File: config.mk
export PLATFORM = sky130hd
export DESIGN_NAME = mem_stage_lsu
export DESIGN_NICKNAME = d
export VERILOG_FILES = /design/src/rtl/mem_stage_lsu.sv
export SDC_FILE = /design/constraint.sdc
export NUM_CORES = 1
export LEC_CHECK = 0
export BUFFER_PORTS_ARGS = -buffer_cell sky130_fd_sc_hd__buf_2
export CAP_MARGIN = 20
export CORE_MARGIN = 4
export CORE_UTILIZATION = 40
export DETAILED_ROUTE_END_ITERATION = 10
export PLACE_DENSITY_LB_ADDON = 0.12
export SYNTH_ARGS = -nofsm -noshare
export SYNTH_HDL_FRONTEND = slang
export SYNTH_SLANG_ARGS = --single-unit
export TNS_END_PERCENT = 30
File: constraint.sdc
create_clock -name clk -period 5.5 [get_ports clk]
set_input_delay 0.275 -clock clk [delete_from_list [all_inputs] [get_ports clk]]
set_output_delay 0.275 -clock clk [all_outputs]
set_load 0.05 [all_outputs]
File: src/rtl/mem_stage_lsu.sv
// Memory pipeline stage: holds one execute result, waits for in-order load
// responses, extracts/extends load data and hands the result to writeback.
module mem_stage_lsu #(
  parameter int DATA_W    = 32,
  parameter int DISCARD_W = 2,
  parameter int ES_WD     = DATA_W + 42,
  parameter int WS_WD     = DATA_W + 38
) (
  input  logic              clk,
  input  logic              reset,
  input  logic              ws_allowin,
  output logic              ms_allowin,
  input  logic              es_to_ms_valid,
  input  logic [ES_WD-1:0]  es_to_ms_bus,
  output logic              ms_to_ws_valid,
  output logic [WS_WD-1:0]  ms_to_ws_bus,
  input  logic              ms_flush,
  input  logic              data_data_ok,
  input  logic [DATA_W-1:0] data_rdata,
  output logic              ms_fwd_valid,
  output logic [4:0]        ms_fwd_dest,
  output logic              ms_fwd_ready,
  output logic [DATA_W-1:0] ms_fwd_data
);

  localparam int OFF_W = $clog2(DATA_W / 8);

  typedef enum logic [1:0] {S_EMPTY, S_WAIT, S_FULL} state_t;

  typedef struct packed {
    logic [2:0]        mem_op;
    logic              res_from_mem;
    logic              gr_we;
    logic [4:0]        dest;
    logic [DATA_W-1:0] alu_result;
    logic [31:0]       pc;
  } entry_t;

  state_t               state_q, state_d;
  entry_t               entry_q, es_entry;
  logic [DATA_W-1:0]    rbuf_q;
  logic [DISCARD_W-1:0] discard_cnt;

  logic usable, ready_go, accept, disc_inc, disc_dec;

  assign es_entry = entry_t'(es_to_ms_bus);

  // A response is ours only once every stale (flushed) response has drained.
  assign usable     = data_data_ok && (discard_cnt == '0) && (state_q == S_WAIT);
  assign ready_go   = (state_q == S_FULL) || usable;
  assign ms_allowin = (state_q == S_EMPTY) || (ready_go && ws_allowin);
  assign accept     = es_to_ms_valid && ms_allowin && !ms_flush;
  assign ms_to_ws_valid = ready_go && !ms_flush;

  assign disc_inc = ms_flush && (state_q == S_WAIT) && !usable;
  assign disc_dec = data_data_ok && (discard_cnt != '0);

  // NOTE: every comb output gets a default first so no latch is inferred.
  always_comb begin
    state_d = state_q;
    if (ms_flush)        state_d = S_EMPTY;
    else if (accept)     state_d = es_entry.res_from_mem ? S_WAIT : S_FULL;
    else if (ms_allowin) state_d = S_EMPTY;
    else if (usable)     state_d = S_FULL;
  end

  // NOTE: sequential state uses non-blocking assignments only.
  always_ff @(posedge clk or posedge reset) begin
    if (reset) state_q <= S_EMPTY;
    else       state_q <= state_d;
  end

  // NOTE: the payload and rbuf are reset too, so the output bus reads zero after reset.
  always_ff @(posedge clk or posedge reset) begin
    if (reset) begin
      entry_q <= '0;
      rbuf_q  <= '0;
    end else begin
      if (accept) entry_q <= es_entry;
      if (usable && !ws_allowin && !ms_flush) rbuf_q <= data_rdata;
    end
  end

  always_ff @(posedge clk or posedge reset) begin
    if (reset) discard_cnt <= '0;
    else begin
      case ({disc_inc, disc_dec})
        2'b10:   discard_cnt <= discard_cnt + 1'b1;
        2'b01:   discard_cnt <= discard_cnt - 1'b1;
        default: discard_cnt <= discard_cnt;
      endcase
    end
  end

  a_no_discard_overflow: assert property (@(posedge clk) disable iff (reset)
    !(disc_inc && !disc_dec && (&discard_cnt)));

  // Load data comes from rbuf once captured, otherwise straight off the bus.
  logic [DATA_W-1:0] load_data, extracted, final_result;
  logic [OFF_W-1:0]  off;
  logic [7:0]        byte_v;
  logic [15:0]       half_v;
  logic [31:0]       word_v;

  assign load_data = (state_q == S_FULL) ? rbuf_q : data_rdata;
  assign off       = entry_q.alu_result[OFF_W-1:0];
  assign byte_v    = load_data[{off, 3'b000} +: 8];
  assign half_v    = load_data[{off[OFF_W-1:1], 4'b0000} +: 16];

  generate
    if (DATA_W == 64) begin : g_word64
      assign word_v = load_data[{off[OFF_W-1], 5'b00000} +: 32];
    end else begin : g_word32
      assign word_v = load_data[31:0];
    end
  endgenerate

  always_comb begin
    extracted = DATA_W'(signed'(word_v));
    case (entry_q.mem_op)
      3'd1:    extracted = DATA_W'(signed'(byte_v));
      3'd2:    extracted = DATA_W'(signed'(half_v));
      3'd3:    extracted = DATA_W'(byte_v);
      3'd4:    extracted = DATA_W'(half_v);
      3'd5:    extracted = (DATA_W == 64) ? load_data : DATA_W'(signed'(word_v));
      default: extracted = DATA_W'(signed'(word_v));
    endcase
  end

  assign final_result = entry_q.res_from_mem ? extracted : entry_q.alu_result;
  assign ms_to_ws_bus = {entry_q.gr_we, entry_q.dest, final_result, entry_q.pc};

  assign ms_fwd_valid = (state_q != S_EMPTY) && entry_q.gr_we;
  assign ms_fwd_dest  = entry_q.dest;
  assign ms_fwd_ready = ready_go;
  assign ms_fwd_data  = final_result;

endmodule

==> flow_summary_export.csv <==
group,metric,value,unit
run_status,outcome,"completed",
route,drc_errors,0,
worst_setup_path,critPathCaptureType,"primary output",
cells_and_area,drive_gt1_share,52.5,%
floorplanning,core-area,14800,sq um
cells_and_area,layout.cells.non_filler,866,
worst_setup_path,startpoint_type,"register",
worst_setup_path,worst-r2r-setup-slack,3.06,ns
cells_and_area,nets,788,
sta,setup_viol,0,
place,port_buffers,222,
worst_setup_path,cp_max_fo,36,
clocking,max-clock-path-buffers,2,
pwr,power.static_leakage,0.00353,uW
synthesis,ys_seq_elements,110,
run,cap_violations,0,
sta,fin_crit_sh,67.1,%
place,place_congestion,0.860,
synthesis,synthCells,547,
clocking,post_cts_buffers,0,
cells_and_area,fill_cells,1409,
floorplanning,die_y,131,um
synthesis,synth_common_cells,"dfrtp_1 (110), mux2_2 (107), buf_4 (76)",
clocking,ctsResizeCount,0,
place,dp_cells,848,
sta,rsz0062_at_grt,"no",
worst_setup_path,path_buf_inv,1,
sta,setup_tns,0,ns
worst_setup_path,timing.rr.end,"entry_q[60]",
synthesis,ys_top_cells_by_area,"dfrtp_1 (45%), mux2_2 (20%), buf_4 (9.4%)",
clocking,cts_root_buf,"clkbuf_16",
floorplanning,die_x,131,um
worst_setup_path,slowest_stage,"nand2b_2",
synthesis,synth_top_area_share,45.2,%
clocking,clk_latency,0.36,ns
route,vias,4486,
worst_setup_path,cp.required,5.22,ns
worst_setup_path,worstPathArrival,3.42,ns
synthesis,synth.avg_cell_area,11.1,sq um
sta,clock_skew,0.00740,ns
synthesis,synth-edff-count,0,
synthesis,syn_area,6090,sq um
sta,hold_viol,0,
clocking,cts_buffers,9,
floorplanning,num_rows,44,
worst_setup_path,crit_family,"compound AO/OA/AOI/OAI gates",
route,wirelength,16000,um
cells_and_area,multiInputGateArea,2620,sq um
synthesis,synth_cell_types,42,
cells_and_area,regArea,2750,sq um
sta,fmax,0.271,GHz
sta,relSlewSlack,25.3,%
worst_setup_path,slowest_delay,0.83,ns
global_route,grt.overflow.total,0,
route,wl_per_cell,18.5,um
sta,tightest_slew,1.12,ns
floorplanning,fp.dieArea,17300,sq um
synthesis,ys_seq_area_share,45.2,%
clocking,clk_pin_slew,0.08,ns
sta,maxSlewViolCount,0,
route,ant_nets,0,
global_route,grt_pass1_vias,4717,
worst_setup_path,reg2reg_from,"discard_cnt[0]",
synthesis,yosysTopAreaCell,"dfrtp_1",
place,dp_hpwl,11800,um
worst_hold_path,hold_path_class,"input port to asynchronous set/reset pin",
pwr,ir_drop,0.305,mV
synthesis,synth_warnings,0,
route,dr.first_iter.drc_count,228,
route,first_pass_iters,4,
worst_setup_path,reg2reg_depth,6,
clocking,htree_levels,3,
global_route,grt_max_degree,70,
floorplanning,io_pins,223,
pwr,p_per_area,590,nW/um^2
worst_setup_path,path_depth,5,
sta,min_period,3.69,ns
synthesis,synth-main-ff-cell,"dfrtp_1",
clocking,cts.sinks,110,
synthesis,synthMostInstantiatedCell,"dfrtp_1",
floorplanning,start_util,41.3,%
synthesis,async_flop_share,100,%
clocking,cts_hold_buf,0,
global_route,grt_usage,18.5,%
synthesis,syn-num-nets,660,
global_route,antenna_found_initial,6,
clocking,cts_tree,"done",
worst_setup_path,path_cells,"nand2b_2 > mux2_2 > o31ai_4 > o22a_1 > buf_2",
worst_setup_path,setup.worst_path.class,"register to primary output",
cells_and_area,syn2layout_area_growth,16.1,%
global_route,grt_pass1_wl,25600,um
route,viasPerCell,5.18,
## routing by layer
metal / global-route usage, % / vias to the layer above / wire length (um)
met5: 0 / - / 56
met1: 23.8 / 2171 / 6980
li1: - / 2116 / -
met4: 6.88 / 8 / 327
met2: 30.2 / 162 / 7630
met3: 4.63 / 29 / 1030
## where the power goes
part,internal [uW],switching (uW),total (uW),leakage [uW]
Clock,373,324,697,0.000152
Sequential,1030,187,1220,0.00135
Combinational,600,1660,2260,0.00203
## area by class of cell
| cell class | count | share of cell area [%] |
|---|---|---|
| Timing Repair Buffer | 225 | 16.0 |
| Tap cell | 184 | 3.25 |
| Inverter | 3 | 0.195 |
| Sequential cell | 110 | 38.9 |
| Antenna cell | 2 | 0.0707 |
| Clock inverter | 6 | 1.13 |
| Clock buffer | 10 | 3.38 |
| Multi-Input combinational cell | 326 | 37.0 |
## cell usage in the layout, fill, tap and decap left out, drive strengths merged, types with 9 or more instances in the layout
master  netlist  final
nand2        38     38
mux2i        26     26
nand2b        9      9
buf          93    225
mux2        107    107
clkbuf       15     10
a21oi        24     24
o22a         18     18
dfrtp       110    110
o21ai        18     18
nor2         22     22
nand3        20     20
## metrics by stage
step                      util [%]  worst slack, ns  hold slack (ns)  power (uW)  cell area (sq um)
final                         47.9             1.81           0.0420        4170               7070
after global placement        45.8             2.26            0.434        3470               6750
after global routing          47.9             1.51            0.101        4370               7070
after detailed placement      45.8             2.17            0.443        3500               6750
after CTS                     47.9             1.78           0.0528        4210               7070
after floorplan                  -            0.946            0.342        3250               6090
## flip-flops by register name, indices dropped and copies added (netlist names)
signal        cells
discard_cnt       2
entry_q          36
ms_fwd_dest       5
ms_to_ws_bus     33
rbuf_q           32
state_q           2
## cells by family (layout without fill, tap and decap cells)
logic type,Yosys count,in the layout,synth area share [%]
AO/OA/AOI/OAI,80,80,9.16
other,0,2,0
adder cells (fa/ha/maj),1,1,0.205
flip-flops,110,110,45.2
XOR/XNOR,6,6,0.863
buffers and inverters,111,244,12.0
AND/OR/NAND/NOR,105,105,8.17
multiplexers,134,134,24.4
## how the worst max path moves through the flow
stage	start	endpoint	slack [ns]
finish	state_q[0]	ms_fwd_data[17]	1.81
detailed placement	state_q[0]	ms_fwd_data[17]	2.17
floorplan	entry_q[72]	ms_to_ws_bus[32]	0.95
global route	state_q[0]	ms_fwd_data[2]	1.51
CTS	state_q[0]	ms_fwd_data[17]	1.78
global placement	state_q[0]	ms_fwd_data[17]	2.26
## worst register-to-register path, cell delays in order, from the launching register on
cell,delay [ns]
dfrtp_1,0.44
nor3b_2,0.09
nand3b_1,0.08
o21ai_0,0.15
nand3b_1,0.33
buf_4,0.74
mux2_2,0.50
Note: power is estimated with default switching activity, not from simulation.
